[src/rtl/neuron_sample_scheduler_pkg.sv]
// Shared defaults and FSM state encoding for the neuron sample scheduler.
package neuron_sample_scheduler_pkg;

    localparam int unsigned ADDR_W_DEF     = 6;
    localparam int unsigned DATA_W_DEF     = 8;
    localparam int unsigned MAX_EPOCHS_DEF = 64;
    localparam int unsigned EPOCH_W_DEF    = 7;

    typedef enum logic [2:0] {
        ST_IDLE     = 3'd0,
        ST_WAIT_REQ = 3'd1,
        ST_FETCH    = 3'd2,
        ST_CAPTURE  = 3'd3,
        ST_PRESENT  = 3'd4,
        ST_DRAINED  = 3'd5
    } state_e;

endpackage

[src/rtl/neuron_sample_scheduler_if.sv]
// Controller handshake and sample-memory bus of the neuron sample scheduler.
interface neuron_sample_scheduler_if #(
    parameter int unsigned ADDR_W  = 6,
    parameter int unsigned DATA_W  = 8,
    parameter int unsigned EPOCH_W = 7
);
    logic                      sess_init;
    logic [ADDR_W:0]           cfg_n;
    logic                      req;
    logic                      upd;
    logic                      epoch_rst;
    logic                      mem_rd;
    logic [ADDR_W-1:0]         mem_addr;
    logic signed [DATA_W-1:0]  mem_x1;
    logic signed [DATA_W-1:0]  mem_x2;
    logic signed [DATA_W-1:0]  mem_t;
    logic signed [DATA_W-1:0]  x1;
    logic signed [DATA_W-1:0]  x2;
    logic signed [DATA_W-1:0]  t;
    logic                      data_ready;
    logic                      flag_eof;
    logic                      end_flag;
    logic [EPOCH_W-1:0]        epoch_cnt;
    logic                      busy;

    // scheduler side
    modport slave (
        input  sess_init, cfg_n, req, upd, epoch_rst, mem_x1, mem_x2, mem_t,
        output mem_rd, mem_addr, x1, x2, t, data_ready, flag_eof, end_flag, epoch_cnt, busy
    );

    // controller plus sample-memory side
    modport master (
        output sess_init, cfg_n, req, upd, epoch_rst, mem_x1, mem_x2, mem_t,
        input  mem_rd, mem_addr, x1, x2, t, data_ready, flag_eof, end_flag, epoch_cnt, busy
    );

endinterface

[src/rtl/neuron_sample_scheduler_epoch_tracker.sv]
// Error and epoch bookkeeping; decides whether another epoch is needed.
module neuron_epoch_tracker #(
    parameter int unsigned CNT_W      = 7,
    parameter int unsigned EPOCH_W    = 7,
    parameter int unsigned MAX_EPOCHS = 64
) (
    input  logic               clk,
    input  logic               rst,
    input  logic               sess_start,
    input  logic               epoch_adv,
    input  logic               upd,
    input  logic               active,
    input  logic               flag_eof_nxt,
    output logic [EPOCH_W-1:0] epoch_cnt,
    output logic               end_flag
);
    logic [CNT_W-1:0]   err_q, err_d;
    logic [EPOCH_W-1:0] epoch_q, epoch_d;
    logic               end_d;

    // next counts: session start beats epoch advance beats update
    always_comb begin
        err_d   = err_q;
        epoch_d = epoch_q;
        if (sess_start) begin
            err_d   = '0;
            epoch_d = '0;
        end else if (epoch_adv) begin
            err_d = '0;
            if (epoch_q < EPOCH_W'(MAX_EPOCHS)) begin
                epoch_d = epoch_q + EPOCH_W'(1);
            end
        end else if (upd && active && (err_q != '1)) begin
            err_d = err_q + CNT_W'(1);
        end
        end_d = flag_eof_nxt && (err_d != '0) && (epoch_d < EPOCH_W'(MAX_EPOCHS - 1));
    end

    // counters and end flag registered from their next values
    always_ff @(posedge clk) begin
        if (!rst) begin
            err_q    <= '0;
            epoch_q  <= '0;
            end_flag <= 1'b0;
        end else begin
            err_q    <= err_d;
            epoch_q  <= epoch_d;
            end_flag <= end_d;
        end
    end

    assign epoch_cnt = epoch_q;

endmodule

[src/rtl/neuron_sample_scheduler.sv]
// Feeds (x1, x2, t) samples from memory to the neuron training controller.
module neuron_sample_scheduler
    import neuron_sample_scheduler_pkg::*;
#(
    parameter int unsigned ADDR_W     = ADDR_W_DEF,
    parameter int unsigned DATA_W     = DATA_W_DEF,
    parameter int unsigned MAX_EPOCHS = MAX_EPOCHS_DEF,
    parameter int unsigned EPOCH_W    = EPOCH_W_DEF
) (
    input  logic                      clk,
    input  logic                      rst,
    neuron_sample_scheduler_if.slave  bus
);
    localparam int unsigned       CNT_W = ADDR_W + 1;
    localparam logic [CNT_W-1:0]  N_MAX = {1'b1, {ADDR_W{1'b0}}};

    state_e                   state_q, state_d;
    logic [CNT_W-1:0]         idx_q, idx_d;
    logic [CNT_W-1:0]         n_q, n_d;
    logic signed [DATA_W-1:0] x1_q, x1_d, x2_q, x2_d, t_q, t_d;
    logic                     flag_eof_q, flag_eof_d;
    logic                     sess_start, epoch_adv;
    logic                     mem_rd_q, data_ready_q, busy_q;
    logic [ADDR_W-1:0]        mem_addr_q;
    logic [EPOCH_W-1:0]       epoch_cnt;
    logic                     end_flag;

    // state register
    always_ff @(posedge clk) begin
        if (!rst) state_q <= ST_IDLE;
        else      state_q <= state_d;
    end

    // next state and datapath control; sess_init overrides everything
    always_comb begin
        state_d    = state_q;
        idx_d      = idx_q;
        n_d        = n_q;
        x1_d       = x1_q;
        x2_d       = x2_q;
        t_d        = t_q;
        flag_eof_d = flag_eof_q;
        sess_start = 1'b0;
        epoch_adv  = 1'b0;
        if (bus.sess_init) begin
            sess_start = 1'b1;
            n_d        = (bus.cfg_n > N_MAX) ? N_MAX : bus.cfg_n;
            idx_d      = '0;
            flag_eof_d = 1'b0;
            state_d    = ST_WAIT_REQ;
        end else begin
            case (state_q)
                ST_IDLE: state_d = ST_IDLE;
                ST_WAIT_REQ: begin
                    if (bus.req) begin
                        if (idx_q < n_q) begin
                            state_d = ST_FETCH;
                        end else begin
                            x1_d       = '0;
                            x2_d       = '0;
                            t_d        = '0;
                            flag_eof_d = 1'b1;
                            state_d    = ST_PRESENT;
                        end
                    end
                end
                ST_FETCH: state_d = ST_CAPTURE;
                ST_CAPTURE: begin
                    x1_d    = bus.mem_x1;
                    x2_d    = bus.mem_x2;
                    t_d     = bus.mem_t;
                    idx_d   = idx_q + CNT_W'(1);
                    state_d = ST_PRESENT;
                end
                ST_PRESENT: state_d = flag_eof_q ? ST_DRAINED : ST_WAIT_REQ;
                ST_DRAINED: begin
                    if (bus.epoch_rst) begin
                        idx_d      = '0;
                        flag_eof_d = 1'b0;
                        epoch_adv  = 1'b1;
                        state_d    = ST_WAIT_REQ;
                    end
                end
                default: state_d = ST_IDLE;
            endcase
        end
    end

    // sample index, session length and presented sample
    always_ff @(posedge clk) begin
        if (!rst) begin
            idx_q      <= '0;
            n_q        <= '0;
            x1_q       <= '0;
            x2_q       <= '0;
            t_q        <= '0;
            flag_eof_q <= 1'b0;
        end else begin
            idx_q      <= idx_d;
            n_q        <= n_d;
            x1_q       <= x1_d;
            x2_q       <= x2_d;
            t_q        <= t_d;
            flag_eof_q <= flag_eof_d;
        end
    end

    // strobes registered from the state being entered
    always_ff @(posedge clk) begin
        if (!rst) begin
            mem_rd_q     <= 1'b0;
            mem_addr_q   <= '0;
            data_ready_q <= 1'b0;
            busy_q       <= 1'b0;
        end else begin
            mem_rd_q     <= (state_d == ST_FETCH);
            if (state_d == ST_FETCH) mem_addr_q <= idx_d[ADDR_W-1:0];
            data_ready_q <= (state_d == ST_PRESENT);
            busy_q       <= (state_d != ST_IDLE);
        end
    end

    neuron_epoch_tracker #(
        .CNT_W      (CNT_W),
        .EPOCH_W    (EPOCH_W),
        .MAX_EPOCHS (MAX_EPOCHS)
    ) u_tracker (
        .clk          (clk),
        .rst          (rst),
        .sess_start   (sess_start),
        .epoch_adv    (epoch_adv),
        .upd          (bus.upd),
        .active       (state_q != ST_IDLE),
        .flag_eof_nxt (flag_eof_d),
        .epoch_cnt    (epoch_cnt),
        .end_flag     (end_flag)
    );

    assign bus.mem_rd     = mem_rd_q;
    assign bus.mem_addr   = mem_addr_q;
    assign bus.x1         = x1_q;
    assign bus.x2         = x2_q;
    assign bus.t          = t_q;
    assign bus.data_ready = data_ready_q;
    assign bus.flag_eof   = flag_eof_q;
    assign bus.end_flag   = end_flag;
    assign bus.epoch_cnt  = epoch_cnt;
    assign bus.busy       = busy_q;

endmodule

[src/flat_wrapper.sv]
// flat-port wrapper written by rule: the top's interface ports become plain ports
module neuron_sample_scheduler_flat import neuron_sample_scheduler_pkg::*;
#(
    parameter int unsigned ADDR_W     = ADDR_W_DEF,
    parameter int unsigned DATA_W     = DATA_W_DEF,
    parameter int unsigned MAX_EPOCHS = MAX_EPOCHS_DEF,
    parameter int unsigned EPOCH_W    = EPOCH_W_DEF
)
  (clk, rst, bus_sess_init, bus_cfg_n, bus_req, bus_upd, bus_epoch_rst, bus_mem_x1, bus_mem_x2, bus_mem_t, bus_mem_rd, bus_mem_addr, bus_x1, bus_x2, bus_t, bus_data_ready, bus_flag_eof, bus_end_flag, bus_epoch_cnt, bus_busy);
  neuron_sample_scheduler_if #(.ADDR_W(ADDR_W), .DATA_W(DATA_W), .EPOCH_W(EPOCH_W)) bus_i ();
  input  logic clk;
  input  logic rst;
  input wire logic [$bits(bus_i.sess_init)-1:0] bus_sess_init;
  input wire logic [$bits(bus_i.cfg_n)-1:0] bus_cfg_n;
  input wire logic [$bits(bus_i.req)-1:0] bus_req;
  input wire logic [$bits(bus_i.upd)-1:0] bus_upd;
  input wire logic [$bits(bus_i.epoch_rst)-1:0] bus_epoch_rst;
  input wire logic [$bits(bus_i.mem_x1)-1:0] bus_mem_x1;
  input wire logic [$bits(bus_i.mem_x2)-1:0] bus_mem_x2;
  input wire logic [$bits(bus_i.mem_t)-1:0] bus_mem_t;
  output wire logic [$bits(bus_i.mem_rd)-1:0] bus_mem_rd;
  output wire logic [$bits(bus_i.mem_addr)-1:0] bus_mem_addr;
  output wire logic [$bits(bus_i.x1)-1:0] bus_x1;
  output wire logic [$bits(bus_i.x2)-1:0] bus_x2;
  output wire logic [$bits(bus_i.t)-1:0] bus_t;
  output wire logic [$bits(bus_i.data_ready)-1:0] bus_data_ready;
  output wire logic [$bits(bus_i.flag_eof)-1:0] bus_flag_eof;
  output wire logic [$bits(bus_i.end_flag)-1:0] bus_end_flag;
  output wire logic [$bits(bus_i.epoch_cnt)-1:0] bus_epoch_cnt;
  output wire logic [$bits(bus_i.busy)-1:0] bus_busy;
  assign bus_i.sess_init = bus_sess_init;
  assign bus_i.cfg_n = bus_cfg_n;
  assign bus_i.req = bus_req;
  assign bus_i.upd = bus_upd;
  assign bus_i.epoch_rst = bus_epoch_rst;
  assign bus_i.mem_x1 = bus_mem_x1;
  assign bus_i.mem_x2 = bus_mem_x2;
  assign bus_i.mem_t = bus_mem_t;
  assign bus_mem_rd = bus_i.mem_rd;
  assign bus_mem_addr = bus_i.mem_addr;
  assign bus_x1 = bus_i.x1;
  assign bus_x2 = bus_i.x2;
  assign bus_t = bus_i.t;
  assign bus_data_ready = bus_i.data_ready;
  assign bus_flag_eof = bus_i.flag_eof;
  assign bus_end_flag = bus_i.end_flag;
  assign bus_epoch_cnt = bus_i.epoch_cnt;
  assign bus_busy = bus_i.busy;
  neuron_sample_scheduler #(.ADDR_W(ADDR_W), .DATA_W(DATA_W), .MAX_EPOCHS(MAX_EPOCHS), .EPOCH_W(EPOCH_W)) u_core (.clk(clk), .rst(rst), .bus(bus_i));
endmodule
[config.mk]
export PLATFORM = sky130hd
export DESIGN_NAME = neuron_sample_scheduler_flat
export DESIGN_NICKNAME = d
export VERILOG_FILES = /design/src/rtl/neuron_sample_scheduler_pkg.sv /design/src/rtl/neuron_sample_scheduler_if.sv /design/src/rtl/neuron_sample_scheduler_epoch_tracker.sv /design/src/rtl/neuron_sample_scheduler.sv /design/src/flat_wrapper.sv
export SDC_FILE = /design/constraint.sdc
export NUM_CORES = 1
export LEC_CHECK = 0
export ABC_CLOCK_PERIOD_IN_PS = 2680
export BUFFER_PORTS_ARGS = -buffer_cell sky130_fd_sc_hd__buf_2
export CELL_PAD_IN_SITES_DETAIL_PLACEMENT = 2
export CELL_PAD_IN_SITES_GLOBAL_PLACEMENT = 2
export CORE_MARGIN = 5
export CORE_UTILIZATION = 31
export DETAILED_ROUTE_END_ITERATION = 10
export GPL_ROUTABILITY_DRIVEN = 0
export HOLD_SLACK_MARGIN = 0.12
export PLACE_DENSITY = 0.86
export RECOVER_POWER = 25
export SLEW_MARGIN = 20
export SYNTH_ARGS = -nofsm -noshare
export SYNTH_HDL_FRONTEND = slang
export SYNTH_SLANG_ARGS = --single-unit
export TNS_END_PERCENT = 50
[constraint.sdc]
create_clock -name clk -period 2.68 [get_ports clk]
set_clock_uncertainty 0.2 [all_clocks]
set_input_delay 0.268 -clock clk [delete_from_list [all_inputs] [get_ports clk]]
set_output_delay 0.268 -clock clk [all_outputs]
set_load 0.005 [all_outputs]
* After elaboration in Yosys (flattened, before gate mapping)
Index checks and enable logic that the tools add are counted. Widths: inputs -> output; s select.
Storage, ports and cells: register bits after elaboration 66, latch bits 0, memory bits (writable) 0, memory bits (read-only) 0, bits of input ports 37, output and inout port bits 42, logic and storage cells 77, memories kept 0
Cells by class: add/sub/neg operators 3, $mul 0, divide/modulo/power cells 0, $lt $le $gt $ge 4, eq/ne operators 11, shifts and indexed selects 0, multiplexer cells 30, bitwise operators 2, reductions and logical operators 12
Operators with widths (count):
- $mux 7 | 8
- $pmux 8 s2 | 3
- $add 7x1->7 const B | 3
- $mux 8 | 2
- $mux 3 | 5
- $pmux 3 s5 | 1
- $pmux 7 s2 | 1
- $eq 3x2->1 const B | 3
- $eq 3x3->1 const B | 3
- $mux 1 | 8
- $gt 7x7->1 const B | 1
- $lt 7x6->1 const B | 1
- $lt 7x7->1 | 1
- $lt 7x7->1 const B | 1
- $ne 7x7->1 const B | 1
- $reduce_bool 7->1 | 1
- $mux 6 | 1
- $ne 2x2->1 const B | 3
- $reduce_bool 3->1 | 2
- $logic_and 1x1->1 | 4
- $reduce_and 4->1 | 1
- $reduce_bool 2->1 | 2
- $eq 3x1->1 const B | 1
- $not 1->1 | 2
- other kinds (3) | 3

* Longest topological paths before layout
depth after elaboration 9, gate-level depth with buffers 9, depth with buffers taken out 8

* Hierarchy
A second synthesis with hierarchy kept.
Second synthesis, totals: cells, all modules 392, area total of the unflattened synthesis 3334.4 µm²
By module, submodules not included:
- neuron_sample_scheduler | instances 1, cells an instance 304, area an instance 2558.7 µm², seq. area each 1021.0 µm²
- neuron_epoch_tracker | instances 1, cells an instance 88, area an instance 775.7 µm², seq. area each 300.3 µm²

* Least setup slack after synthesis
No wires, ideal clock.
path type register to register, from register u_core.u_tracker.err_q[0], to register u_core.u_tracker.end_flag, setup time 0.118 ns, arrival time 1.792 ns, required time 2.362 ns, slack 0.571 ns, cell stages (with the launch flop) 8, path buffers 0, clock period less this slack 2.109 ns, cells stage by stage dfxtp_1 -> ha_1 -> and3_4 -> a21oi_4 -> nand2_2 -> mux2_4 -> o221a_1 -> o2111a_1
On the way: longest elaborated chain between the ends 8, elaborated cells between the ends (all ways) 9, classes of those cells 1 x add/sub; 1 x eq/ne; 3 x mux; 4 x reduce/logical
Ends and longest elaborated chain:
- start: declaration | line neuron_sample_scheduler_epoch_tracker.sv:17 | logic [CNT_W-1:0] err_q, err_d;
- start signal: assignment | line neuron_sample_scheduler_epoch_tracker.sv:46 | err_q <= err_d;
- parallel branches: the longest is 2 deep, another holds $add 7x1->7
- $mux 7 (*) | line neuron_sample_scheduler_epoch_tracker.sv:33 | end else if (upd && active && (err_q != '1)) begin
- $mux 7 (*) | line neuron_sample_scheduler_epoch_tracker.sv:28 | end else if (epoch_adv) begin
- $mux 7 (*) | line neuron_sample_scheduler_epoch_tracker.sv:25 | if (sess_start) begin
- $reduce_bool 7->1 (*) | line neuron_sample_scheduler_epoch_tracker.sv:36 | end_d = flag_eof_nxt && (err_d != '0) && (epoch_d < EPOCH_W'(MAX_EPOCHS - 1));
- $logic_and 1x1->1 (*) (2 in series) | line neuron_sample_scheduler_epoch_tracker.sv:36
- end signal: assignment | line neuron_sample_scheduler_epoch_tracker.sv:48 | end_flag <= end_d;
- end: declaration | line neuron_sample_scheduler_epoch_tracker.sv:15 | output logic end_flag
Every way passes the cells marked *. A chain may end at the register's enable or synchronous reset.

* Final worst setup path
from register u_core.n_q[2], to register u_core.mem_addr_q[2] (netlist: u_core.bus.mem_addr[2])
On the way: longest elaborated chain between the ends 6
Ends and longest elaborated chain:
- start: declaration | line neuron_sample_scheduler.sv:19 | logic [CNT_W-1:0] n_q, n_d;
- start signal: assignment | line neuron_sample_scheduler.sv:100 | n_q <= n_d;
- $lt 7x7->1 | line neuron_sample_scheduler.sv:56 | if (idx_q < n_q) begin
- $mux 3 | line neuron_sample_scheduler.sv:56
- $mux 3 | line neuron_sample_scheduler.sv:55 | if (bus.req) begin
- $pmux 3 s5 | line neuron_sample_scheduler.sv:52 | case (state_q)
- $mux 3 | line neuron_sample_scheduler.sv:45 | if (bus.sess_init) begin
- $eq 3x2->1 | line neuron_sample_scheduler.sv:117 | if (state_d == ST_FETCH) mem_addr_q <= idx_d[ADDR_W-1:0];
- end signal: assignment | line neuron_sample_scheduler.sv:117
- end: declaration | line neuron_sample_scheduler.sv:24 | logic [ADDR_W-1:0] mem_addr_q;
No other way between the ends.

==> metrics.txt <==
outcome=completed; nets=approximately 460; Total Routed Length=10,400 um; Placement Setup Slack=approximately 260 ps; Synth Instances=approximately 300; setup tns final=0 ps; Setup Crit Path Kind=flop to flop; Starting Density=0.313; WL/cell=around 20 um; filler cell count=1,012; Buffers on Ports=roughly 80; Total Power=between 2 and 2.5 mW; biggest cell delay along the critical path=around 400 ps; Post-DRT Antenna Nets=0; DP HPWL=6440 um; first-pass GRT wire length=between 15,000 and 20,000 um; vias in the first global route=about 3,200; Post-synth EDFFs=0; RSZ-0062 raised after global routing=no; most used cell, CP=a21oi_1; syn_nets=348; initial antenna violation count=0; Worst EP arrival=~2400 ps; CP max stage cell=and3_2; Distinct cells, synth=50; commonest cells after routing, fill and taps aside=66 x dfxtp_1, 53 x buf_2, 35 x nor2_1; # clock sinks=66; via count=2,795; Post-CTS Setup Inserts=0; # placed instances=approximately 480; worst rel slew slack=0.615; height of the die=106 um; Worst Hold Class=input pin to flop; total of max-cap violations=0; Placed Instance Area=0.00335 mm2; Clock transition at path regs=80 ps; DRC viols=0; most common cell after layout, fill and taps aside=dfxtp_1; TritonCTS Buffers=9; crit end category=flop; Leak=1.62 nW; Clock Latency Late Sink=350 ps; layout cells sized above 1=0.205; Root Buffer Master=clkbuf_8; FP Rows=35; Critical Path, Cell by Cell=inv_1 -> ha_1 -> a21oi_1 -> o21ai_0 -> a21oi_1 -> and3_2 -> mux2i_1 -> nor2_1; n_diodes=0; PD cells=between 500 and 600 mW/mm2; die width=between 100 and 150 um; fin worst setup slack=approximately 290 ps; vias per inst=between 5 and 6; Syn Area/Cell=9.40 um2; gr usage total=0.198; CTS tree=yes; worst vdd ir=roughly 0.29 mV; Critical path origin=u_core.n_q[2]$_SDFFE_PN0P_; Worst Path Required=2690 ps; final setup fails=0; synthesis-stage register bit count=between 60 and 70; DRT iter0 DRCs=82; CORE AREA=0.00906 mm2; final hold vios=0; crit path max fanout=10; Slew Viols, Final=0; prevailing post-synth register cell=dfxtp_1; Tmin final=2390 ps; final worst-path cycle share=0.892; largest net degree at the start of global routing=25; I/O pin cnt=79; Worst-Margin Slew=about 580 ps; RR Startpoint=u_core.n_q[2]$_SDFFE_PN0P_; DIE AREA=~0.011 mm2; Synth Cell Area=between 0.002 and 0.003 mm2; Synth async-reset ratio=0; H-Tree Depth=3; Layout area overhead=36.5%; sequential share of the synthesized area=0.465; Final Instance Area=roughly 0.0039 mm2; Crit Reg-Reg Endpoint=u_core.bus.mem_addr[2]$_SDFFE_PN0N_; DRT Pass-1 Iters=4; crit path to=u_core.bus.mem_addr[2]$_SDFFE_PN0N_; Reg2Reg Depth=8; Final Instance Count excl. Fillers=roughly 530; reg2reg setup slack=290 ps; fmax=between 400 and 500 MHz; Setup crit start kind=flop; Hold Path Origin=bus_sess_init; Ys Warns=0; clk buf depth=2; grt ovf=0
==> worst min path at each step <==
stage,endpoint,depth (start not counted)
floorplan,u_core.n_q[1]$_SDFFE_PN0P_,2
global placement,u_core.n_q[5]$_SDFFE_PN0P_,2
detailed placement,u_core.bus.x2[7]$_SDFFE_PN0P_,1
CTS,u_core.u_tracker.epoch_cnt[4]$_SDFF_PN0_,2
global route,u_core.u_tracker.epoch_cnt[4]$_SDFF_PN0_,2
finish,u_core.u_tracker.epoch_cnt[4]$_SDFF_PN0_,2
==> worst max-delay path: cells and delay by family (launching register included) <==
family	cells	cell delay (ps)
fa+ha+maj	1	310
buf+inv	1	50
mux	1	230
compound gates	3	660
flops	1	320
simple gates	2	480
==> routing by layer <==
| metal | GRT usage | vias up | part of all wire |
|---|---|---|---|
| li1 | - | 1319 | - |
| met1 | 0.220 | 1362 | 0.39 |
| met2 | 0.358 | 90 | 0.52 |
| met3 | 0.0588 | 24 | 0.058 |
| met4 | 0.0703 | 0 | 0.026 |
| met5 | 0 | - | 0 |
==> cell type report <==
cell class / instances / area, um2 / share of cell area
clock buffer: 10 / 138 / 0.0355
clock inverter: 6 / 90.1 / 0.0232
inverter: 9 / 33.8 / 0.00872
multi-input combinational: 213 / 1430 / 0.368
sequential: 66 / 1320 / 0.341
tap: 111 / 139 / 0.0358
timing repair buffer: 116 / 727 / 0.188
==> power by group <==
| group | internal (mW) | total [mW] | switching, mW |
|---|---|---|---|
| combinational | 0.0804 | 0.165 | 0.0845 |
| clock | 0.551 | 0.971 | 0.421 |
| sequential | 0.990 | 1.00 | 0.0108 |
| total | 1.62 | 2.14 | 0.516 |
==> state kept, by name, summed over array words and instances, names as in the netlist <==
signal	cells
u_core.idx_q	7
u_core.state_q	3
u_core.u_tracker.epoch_cnt	7
u_core.bus.t	8
u_core.bus.mem_addr	6
u_core.u_tracker.end_flag	1
u_core.bus.busy	1
u_core.bus.flag_eof	1
u_core.bus.mem_rd	1
u_core.n_q	7
u_core.bus.data_ready	1
u_core.bus.x2	8
u_core.u_tracker.err_q	7
u_core.bus.x1	8
==> through the flow <==
| stage | utilization | hold WS (ps) |
|---|---|---|
| 2_1_floorplan | - | 177 |
| 3_3_place_gp | 0.369 | 252 |
| 3_5_place_dp | 0.369 | 267 |
| 4_1_cts | 0.431 | 141 |
| 5_1_grt | 0.427 | 168 |
| 6_report | 0.427 | 146 |
==> cell usage after synthesis (all sizes together) (2+ instances only) <==
cell type	count	area (um2)
a22o	25	219
inv	9	33.8
or3	2	12.5
and3	7	53.8
clkbuf	4	15.0
a41oi	2	17.5
dfxtp	66	1320
nand4	3	18.8
o31ai	3	36.3
nand2	24	92.6
mux2i	5	50.1
nand3b	4	30.0
o21a	3	22.5
nor3b	2	15.0
nor3	6	40.0
o31a	3	26.3
nor2	35	131
buf	10	47.6
a31oi	3	18.8
xnor2	4	35.0
and2	4	25.0
a21oi	22	121
xor2	5	43.8
o22a	2	17.5
nand2b	3	18.8
ha	9	113
nand3	8	40.0
o21ai	13	65.1
==> repair_timing <==
action	CTS	global route
hold endpoints to repair	36	0
setup endpoints to repair	0	7
hold buffers	33	0
gates resized for setup	0	1
==> cells by family (layout without fill, tap and decap cells) <==
kind of cell	count (synthesis)	after routing	synth area share
buffers and inverters	23	141	0.0339
flip-flops	66	66	0.465
adder cells (fa/ha/maj)	9	9	0.0397
AND/OR/NAND/NOR	104	104	0.190
multiplexers	6	6	0.0229
XOR/XNOR	9	9	0.0278
AO/OA/AOI/OAI	85	85	0.220
(Power assumes the default switching activity.)
